`src/rtl/dadda_approx_mult_pipe.sv`:
```
// Pipelined unsigned multiplier with a run-time approximate mode: the low APPROX_COLS
// product columns collapse to the OR of their partial products, and the rest are summed exactly.
module dadda_approx_mult_pipe #(
  parameter int WIDTH       = 8,
  parameter int APPROX_COLS = 8
) (
  input  logic               clk,
  input  logic               rst_n,
  input  logic               in_valid,
  output logic               in_ready,
  input  logic [WIDTH-1:0]   in_a,
  input  logic [WIDTH-1:0]   in_b,
  input  logic               in_mode,
  output logic               out_valid,
  input  logic               out_ready,
  output logic [2*WIDTH-1:0] out_p,
  output logic               out_mode
);

  localparam int PW = 2 * WIDTH;
  localparam logic [PW-1:0] ONE     = {{(PW-1){1'b0}}, 1'b1};
  localparam logic [PW-1:0] HI_MASK = ~((ONE << APPROX_COLS) - ONE);

  logic en;

  // Operand capture stage
  logic [WIDTH-1:0] a_reg, b_reg;
  logic             mode0_reg, v0_reg;

  // Partial-product stage: one shifted row per multiplier bit
  logic [PW-1:0] rows_next [WIDTH];
  logic [PW-1:0] rows_reg  [WIDTH];
  logic          mode1_reg, v1_reg;

  // Reduction stage: redundant sum/carry pair
  logic [PW-1:0] sum_next, carry_next;
  logic [PW-1:0] sum_reg, carry_reg;
  logic          mode2_reg, v2_reg;

  // Output stage
  logic [PW-1:0] out_p_reg;
  logic          out_mode_reg, out_valid_reg;

  logic [PW-1:0] csa_s, csa_c, csa_t, hi_row, low_or;

  assign en        = !out_valid_reg | out_ready;
  assign in_ready  = en & rst_n;
  assign out_valid = out_valid_reg;
  assign out_p     = out_p_reg;
  assign out_mode  = out_mode_reg;

  // Row j holds pp(i,j) at column i+j
  generate
    for (genvar gi = 0; gi < WIDTH; gi++) begin : g_rows
      assign rows_next[gi] = b_reg[gi] ? ({{WIDTH{1'b0}}, a_reg} << gi) : '0;
    end
  endgenerate

  // Carry-save reduction of the rows. In approx mode the low columns are stripped from
  // the adder inputs, so no carry can originate there, and are replaced by their OR.
  always_comb begin
    csa_s  = '0;
    csa_c  = '0;
    csa_t  = '0;
    hi_row = '0;
    low_or = '0;
    for (int r = 0; r < WIDTH; r++) begin
      hi_row = mode1_reg ? (rows_reg[r] & HI_MASK) : rows_reg[r];
      if (mode1_reg) begin
        low_or = low_or | (rows_reg[r] & ~HI_MASK);
      end
      csa_t = csa_s ^ csa_c ^ hi_row;
      csa_c = ((csa_s & csa_c) | (csa_s & hi_row) | (csa_c & hi_row)) << 1;
      csa_s = csa_t;
    end
    // sum/carry are zero below the approximate boundary, so OR merges the low field cleanly
    sum_next   = csa_s | low_or;
    carry_next = csa_c;
  end

  always_ff @(posedge clk) begin
    if (!rst_n) begin
      a_reg         <= '0;
      b_reg         <= '0;
      mode0_reg     <= 1'b0;
      v0_reg        <= 1'b0;
      for (int r = 0; r < WIDTH; r++) begin
        rows_reg[r] <= '0;
      end
      mode1_reg     <= 1'b0;
      v1_reg        <= 1'b0;
      sum_reg       <= '0;
      carry_reg     <= '0;
      mode2_reg     <= 1'b0;
      v2_reg        <= 1'b0;
      out_p_reg     <= '0;
      out_mode_reg  <= 1'b0;
      out_valid_reg <= 1'b0;
    end else if (en) begin
      a_reg         <= in_a;
      b_reg         <= in_b;
      mode0_reg     <= in_mode;
      v0_reg        <= in_valid;
      for (int r = 0; r < WIDTH; r++) begin
        rows_reg[r] <= rows_next[r];
      end
      mode1_reg     <= mode0_reg;
      v1_reg        <= v0_reg;
      sum_reg       <= sum_next;
      carry_reg     <= carry_next;
      mode2_reg     <= mode1_reg;
      v2_reg        <= v1_reg;
      out_p_reg     <= sum_reg + carry_reg;
      out_mode_reg  <= mode2_reg;
      out_valid_reg <= v2_reg;
    end
  end

endmodule
```
`config.mk`:
```
export PLATFORM = sky130hd
export DESIGN_NAME = dadda_approx_mult_pipe
export DESIGN_NICKNAME = d
export VERILOG_FILES = /design/src/rtl/dadda_approx_mult_pipe.sv
export SDC_FILE = /design/constraint.sdc
export NUM_CORES = 1
export LEC_CHECK = 0
export CAP_MARGIN = 15
export CELL_PAD_IN_SITES_DETAIL_PLACEMENT = 0
export CELL_PAD_IN_SITES_GLOBAL_PLACEMENT = 1
export CORE_MARGIN = 1
export CORE_UTILIZATION = 25
export DETAILED_ROUTE_END_ITERATION = 7
export PLACE_DENSITY = 0.55
export SYNTH_ARGS = -nofsm -noshare
export SYNTH_HDL_FRONTEND = slang
export SYNTH_SLANG_ARGS = --single-unit
```
`constraint.sdc`:
```
create_clock -name clk -period 10.5 [get_ports clk]
set_input_delay 1.575 -clock clk [delete_from_list [all_inputs] [get_ports clk]]
set_output_delay 1.575 -clock clk [all_outputs]
set_load 0.03 [all_outputs]
```
==> metrics list, run 1 <==
* Count of unique library cells instantiated by Yosys: 42
- Final Max Slew Viols: 0
- The worst register-to-register path has a depth of 16.
- Met3 demand-to-capacity share in global routing: around 2.5%
- In the synthesized netlist, mux cells make up 0% of the area.
- Hold-fix buffers at CTS: 0
- Post-route non-filler standard cell count: 850
* Max reg flops: 64
* Core ar.: roughly 0.023 mm^2
- Buffers inserted during clock tree synthesis total 17.
- Met2 track demand over resource: between 10% and 20%
- The tree is rooted in a clkbuf_16.
* Number of DRC markers after the initial detailed-route iteration: around 200
- Wirelength, routed: approximately 13 mm
* Width of the die: 157 um
- Max-cap violation count: 0
* Top post-synthesis cells by count: and3_1, edfxtp_1, dfxtp_1, inv_1, fa_1
* Grt total ovfl: 0
- After clock tree synthesis, the repair step resized 0 gates.
- Synth-to-layout area growth: 21.9%
* Setup repair after global routing missed its margin: no
- Element type at the critical path start: input port
- Synth Area in Compound Gates: around a tenth
- Wire length of the first global-routing pass: approximately 21 mm
- Summed over its instances, the top area cell type makes up approximately 32% of the synthesized netlist area.
- 0 antenna diodes ended up in the layout.
* Largest family of logic cells by synthesized area: adder cells
* Row Count: 56
- Worst path required time: 8930 ps
- The detail route stage leaves a number of antenna-violating nets equal to 0.
- Area of the mapped netlist: 0.00598 mm^2
- For this run, asynchronously set or reset flops after synthesis account for 0%.
- Sort of element at the end of the critical path: output port
- Simple-gate portion of the synthesized area: around 14%
- The clock arrives with between 8 and 9 ps of skew.
- In this run the tightest slew margin relative to its limit is 34.4%.
* Total vias in the final route: approximately 3.7k
- Final #Nets: about 600
* Min-Delay Path Class: flip-flop to flip-flop
* Cell count after synthesis: 479
* Fraction of the yosys area taken by sequential cells: between 50% and 60%
- Net count of the mapped netlist: 557
- During I/O placement, the number of pins put on the boundary was 40.
- Number of endpoints failing setup at the final stage: 0
* Final WS setup: roughly 5200 ps
- Summed over all instances, the cell type with the most area after synthesis is edfxtp_1.
- Adding up every negative setup slack in the final design gives 0 ps.
* End of the worst hold path: out_valid
* Worst vdd ir: 0.114 mV
* Worst-case hold slack: about 450 ps
- In this run the critical register-to-register path is launched from mode1_reg.
- For the pin with the worst max-slew slack, the measured transition is 984 ps.
* Total of warnings raised by yosys: 0
* Layer with the highest usage: met2
- In this run the vertical extent of the chip is 157 um.
- OpenSTA, run right after detailed placement, puts the worst setup slack at around 5200 ps.
- Overall track demand over capacity in global routing: 11.3%
- Data arrival time of the critical path: roughly 3800 ps
- Leading cell types by total area after synthesis: edfxtp_1, dfxtp_1, fa_1, and3_1, a22o_1
* Crit share post-route: about half
- The synthesized design contains about 130 register bits.
- In this run the mean area of a mapped cell was roughly 12 um^2.
- Most used flip-flop cell after synthesis: edfxtp_1
- Among all cell types in the netlist, the one instantiated most often is and3_1.
* Fraction of synthesized cell area in xor and xnor cells: less than 1%
- Number of search-and-repair iterations in the first detailed-routing pass: 4
- Buffers placed on the I/O ports in this run total 39.
- Entering global routing, the biggest net connects 98 pins.
* Clock sink total: roughly 130
* Later-pin clock latency in the skew report: between 400 and 500 ps
- Dividing total power by cell area gives a power density of 165 mW/mm^2.
* Count of final hold-check violations: 0
* Vias in the first global route: approximately 3.8k
* Clock period minus final worst setup slack: 5340 ps
- Along the worst path, the maximum fanout reaches 25.
- Leakage power figure: between 3 and 4 nW
- Area of the die: 0.0245 mm^2
- Static timing analysis puts the maximum clock frequency at around 190 MHz.
- Layout cell share with drive strength beyond 1: slightly below 8%
* Post-synth EDFFs: 64
- The worst setup path is of the input port to output port kind.
* Routing usage on met1: 14.4%
- Detailed placement ended at an HPWL of 8.46 mm.
- Buffer count from post-CTS setup fixing: 0
- The initial antenna violation count is 0.
- TritonCTS built the clock tree.
- Deepest clock path buffer count: 2
- Status: completed
- The startpoint identified for the worst hold timing path is v2_reg.
* Post-Synth Adder-Cell Area: 17.3%
* Reg2Reg Capture Point: sum_reg[7]
- Final RePlAce weighted congestion: ~0.71
- Total placed cells including tap cells: just over 800
- At the end of the flow the core is filled with cells to 31.1%.
- Once the floorplan was initialized, standard cells occupied around a quarter of the core.
- Along the worst hold path, the cell count comes to 2.
- DR DRC count: 0
- The setup check on the worst reg-to-reg path leaves a slack of 5970 ps.
- After clock tree synthesis, the clock-pin slew on the worst setup and hold paths is around 60 ps.
- Deepest level of the CTS H-tree: 4
* Wire length per cell: between 15 and 20 um
- Vias per cell: 4.34
[worst max-delay path, cell delays in order]
cell and delay [ps]:
clkdlybuf4s50_1 1000, nand2_2 370, inv_2 130, clkdlybuf4s50_1 680
[layer usage]
metal	wire, um	up-vias
met5	0	-
met4	270	0
met3	353	18
met2	6140	64
met1	6110	1831
li1	-	1772
[logic make-up after synthesis]
kind of cell / after synthesis
and+or+nand+nor: 143
buffers and inverters: 70
AOI/OAI and AO/OA: 81
adders and majority gates: 57
DFF: 126
xor gates and xnor gates: 2
[cells in the final DEF, fill, tap and decap left out, drive strengths merged, types with 3 or more instances in the layout]
cell type	netlist	routed
clkdlybuf4s50	0	39
nand2	25	25
ha	14	14
nand2b	17	17
a22o	42	42
inv	47	50
clkinv	0	5
nor2b	19	19
buf	11	4
nor2	3	3
a21oi	5	5
clkbuf	12	23
a21o	5	5
edfxtp	64	64
dfxtp	62	62
nor4	3	3
and3	65	65
fa	43	43
or4	3	3
o21ai	14	14
[metrics by stage]
stage / area, um^2 / total power [mW]
finish: 7290 / 1.20
global placement: 6690 / 0.637
floorplan: 5980 / 0.603
CTS: 7270 / 1.22
detailed placement: 6690 / 0.639
global route: 7290 / 1.25
[where the power goes]
part / switching [mW] / leakage, nW / internal [mW] / total (mW)
combinational: 0.0403 / 1.58 / 0.0368 / 0.0771
clock: 0.216 / 0.296 / 0.361 / 0.577
sequential: 0.0180 / 1.29 / 0.532 / 0.550
total: 0.274 / 3.16 / 0.930 / 1.20
[final cells by class]
class	count	area (um^2)
Clock inverter	9	77.6
Timing Repair Buffer	43	433
Multi-Input combinational cell	283	2540
Sequential cell	126	3160
Fill cell	2327	16200
Tap cell	319	399
Inverter	47	176
Clock buffer	23	504
[worst max-delay path by stage]
stage                    from          to  slack, ps  cells past startpoint
CTS                     rst_n    in_ready       5150                      4
floorplan           mode1_reg  sum_reg[7]       6170                     16
global route            rst_n    in_ready       5040                      4
finish                  rst_n    in_ready       5160                      4
global placement        rst_n    in_ready       5190                      4
detailed placement      rst_n    in_ready       5160                      4
No activity file was read; power rests on OpenSTA's default activity.
==> run 2, diff against run 1 <==
PLACE_DENSITY = 0.56   (was 0.55)
clock period = 4.48 ns   (was 10.5 ns; I/O delays follow)
==> run 2 against run 1 <==
  * Sequential power grew 130%
  * First-iteration DRC count shrank 11%
  * Non-clock buffer count grew 3
  * Final area grew 0.84%
  * Count of clock-buffer cells in the layout shrank 3
  * Flip-flop and latch count is the same
  * Die area is the same
  * Largest cell class unchanged
  * Largest power group unchanged
==> metrics list, run 2 (synthesis gave the netlist of run 1 again) <==
- The required time of the critical path is 4780 ps (-4150 ps).
- The clock-pin slew on the worst setup and hold paths came to 60 ps (about the same).
- The area of the die is 0.0245 mm^2 (unchanged).
- The final design utilization came to 31.3% (+0.26 points).
- Min-Delay Path Class: flip-flop to flip-flop
- In the finished design, the share of the clock period the worst path needs comes to between 90 and 100%.
- The area growth from synthesis to layout is 23.0%.
* Status: completed
- The worst ir drop on vdd came to 0.230 mV (+100%).
- Vias per cell: 4.31 (-0.65%)
- The total power was 2.90 mW (+140%).
- Number of cells on the worst reg-to-reg path: 14 (-2)
- The maximum number of pins on one net before global-route repair is 98 (unchanged).
- The number of antenna-violating nets in the routed design came to 0 (unchanged).
- Critical path class: flip-flop to flip-flop
* Commonest cells after routing, fill and taps aside: and3_1, edfxtp_1, dfxtp_1
* Wire length of the first global-routing pass: 20.6 mm (-0.60%)
- The number of buffers inserted by port buffering is 39 (unchanged).
- Hold_sp: v2_reg
- The count of inserted antenna diode cells came to 0 (unchanged).
- Final Max Slew Viols: 0 (unchanged)
* Reg2Reg Capture Point: sum_reg[7]
- Placed cell area: 0.00672 mm^2 (+0.45%)
- The DRC violation total after the first TritonRoute iteration is 181 (-11%).
- Power Density: 394 mW/mm^2 (+140%)
* Clock network fraction of design power: 49.4% (+1.5 points)
* Deepest level of the CTS H-tree: 4 (unchanged)
- Data arrival time of the critical path: 4560 ps (+800 ps)
- End of the worst hold path: out_valid
* Later-pin clock latency in the skew report: 420 ps (about the same)
* HPWL after detailed placement: 8.62 mm (+2.0%)
- The power share of the combinational group is 6.1% (-0.3 points).
- The total of fill cells in the finished design was 2,350 (+0.99%).
* Leakage power figure: 3.18 nW (+0.65%)
- Switching power as a share of total power: 22.4% (-0.38 points)
- Layout cell share with drive strength beyond 1: 8.80% (+0.89 points)
* Most common cell after layout, fill and taps aside: and3_1
- The routability congestion estimate was 0.742 (+5.1%).
* Setup slack of the worst register-to-register path: 230 ps (-5740 ps)
- Die height: 157 um (unchanged)
* Max-cap violation count: 0 (unchanged)
* DR DRC count: 0 (unchanged)
- Net switching component of the power: 649 uW (+140%)
- Setup repair after global routing missed its margin: no
- The effective utilization at floorplan came to 25.5% (unchanged).
* Clock root buffer: clkbuf_16
- The placement row count came to 56 (unchanged).
- The worst register-to-register path begins at mode1_reg.
* Worst clock skew: 8.41 ps (+0.367 ps)
- The per-cell routed wire length came to 15.0 um (-0.85%).
- Fin Setup TNS: 0 ps (unchanged)
- Vias in the first global route: 3,844 (+1.6%)
* Sort of element at the end of the critical path: flip-flop
* Wirelength, routed: 12.8 mm (-0.50%)
* Buffer count from post-CTS setup fixing: 0 (unchanged)
- Core ar.: 0.0235 mm^2 (unchanged)
* Cell count of the worst hold path: 2 (unchanged)
* Clock sink total: 126 (unchanged)
- Max Clock Freq: between 200 and 250 MHz
- Proportion of power drawn by flip-flops and latches: 44.5% (-1.2 points)
- Worst-case hold slack: 447 ps (+0.412 ps)
* Final #Nets: 599 (+0.50%)
- Element type at the critical path start: flip-flop
* Number of search-and-repair iterations in the first detailed-routing pass: 5 (+1)
- The number of flip-flops in the largest register came to 64 (unchanged).
- Area of all placed cells without fillers: 0.00735 mm^2 (+0.84%)
* Clock tree from TritonCTS: built
- Subtracting the final worst setup slack from the clock period gives ~4300 ps.
- Total vias in the final route: 3,674 (-0.30%)
* Internal power: 2.25 mW (+140%)
- Highest net fanout along the worst path: 23 (-8.0%)
- The total congestion overflow came to 0 (unchanged).
- The die extent in x is 157 um (unchanged).
- I/O pin count: 40 (unchanged)
- Count of final hold-check violations: 0 (unchanged)
- The number of buffers created by CTS was 17 (unchanged).
- Overall track demand over capacity in global routing: 11.3% (-0.082 points)
* Number of antenna violations at the first check in global routing: 0 (unchanged)
* Deepest clock path buffer count: 2 (unchanged)
- The transition time at the pin with the least slew margin was 954 ps (-30.4 ps).
* Number of endpoints failing setup at the final stage: 0 (unchanged)
- Relative max-transition margin: 36.4% (+2.0 points)
-- run 2: changes by cell type in the layout (fill, tap and decap cells not counted), moves of 2 or more --
| cell | change |
|---|---|
| buf_4 | +3 |
| clkbuf_1 | -2 |
| clkinvlp_4 | +3 |
| inv_4 | -3 |
-- run 2: worst max-delay path: stages (launching register included) --
cell and delay [ps]:
dfxtp_1 490, buf_6 230, nor2b_1 70, ha_1 270
inv_1 40, fa_1 450, fa_1 410, fa_1 430
fa_1 490, fa_1 490, inv_1 50, fa_1 420
nand2_1 60, nand2_1 50, a32o_1 190
-- run 2: power by group through the flow --
stage	Combinational, mW	Clock (mW)	Sequential (mW)
after global routing	0.199	1.52	1.30
after floorplan	0.108	0	1.31
final	0.177	1.43	1.29
after CTS	0.180	1.47	1.29
after detailed placement	0.179	0	1.32
after global placement	0.176	0	1.31
-- run 2: per-layer routing --
layer,GRT usage [%],share of wire [%],vias to the layer above
met5,0,0,-
met4,4.48,1.3,0
met3,2.66,2.8,9
met2,18.4,48,49
met1,14.3,48,1832
li1,-,-,1784
-- run 2: final cells by class --
class,instances,area (um^2),share of cell area [%]
clock inverter,12,129,1.75
sequential,126,3160,43.0
clock buffer,20,500,6.81
inverter,47,176,2.40
multi-input combinational,283,2540,34.5
tap,319,399,5.43
timing repair buffer,46,447,6.07
-- run 2: metrics by stage --
stage,instances,worst slack [ps]
floorplan,479,148
global placement,821,226
detailed placement,821,175
CTS,853,156
global route,853,19.4
finish,853,228
-- run 2: repair_timing --
action	CTS	global route
endpoints found under the setup margin	0	1
hold endpoints to repair	0	0
gates resized for setup	0	1
hold buffers	0	0
-- run 2: worst max path at each step --
| stage | depth (start not counted) | to | slack, ps | from |
|---|---|---|---|---|
| 4_1_cts | 14 | sum_reg[7] | 160 | mode1_reg |
| 6_report | 14 | sum_reg[7] | 230 | mode1_reg |
| 5_1_grt | 16 | sum_reg[7] | 20 | mode1_reg |
| 3_5_place_dp | 14 | sum_reg[7] | 170 | mode1_reg |
| 2_1_floorplan | 16 | sum_reg[7] | 150 | mode1_reg |
| 3_3_place_gp | 14 | sum_reg[7] | 230 | mode1_reg |
==> run 3, diff against run 2 <==
ABC_AREA = 0   (was unset)
SLEW_MARGIN = 20   (was unset)
==> results of run 3 <==
No change in the layout: final DEF, timing and power equal those of run 2.
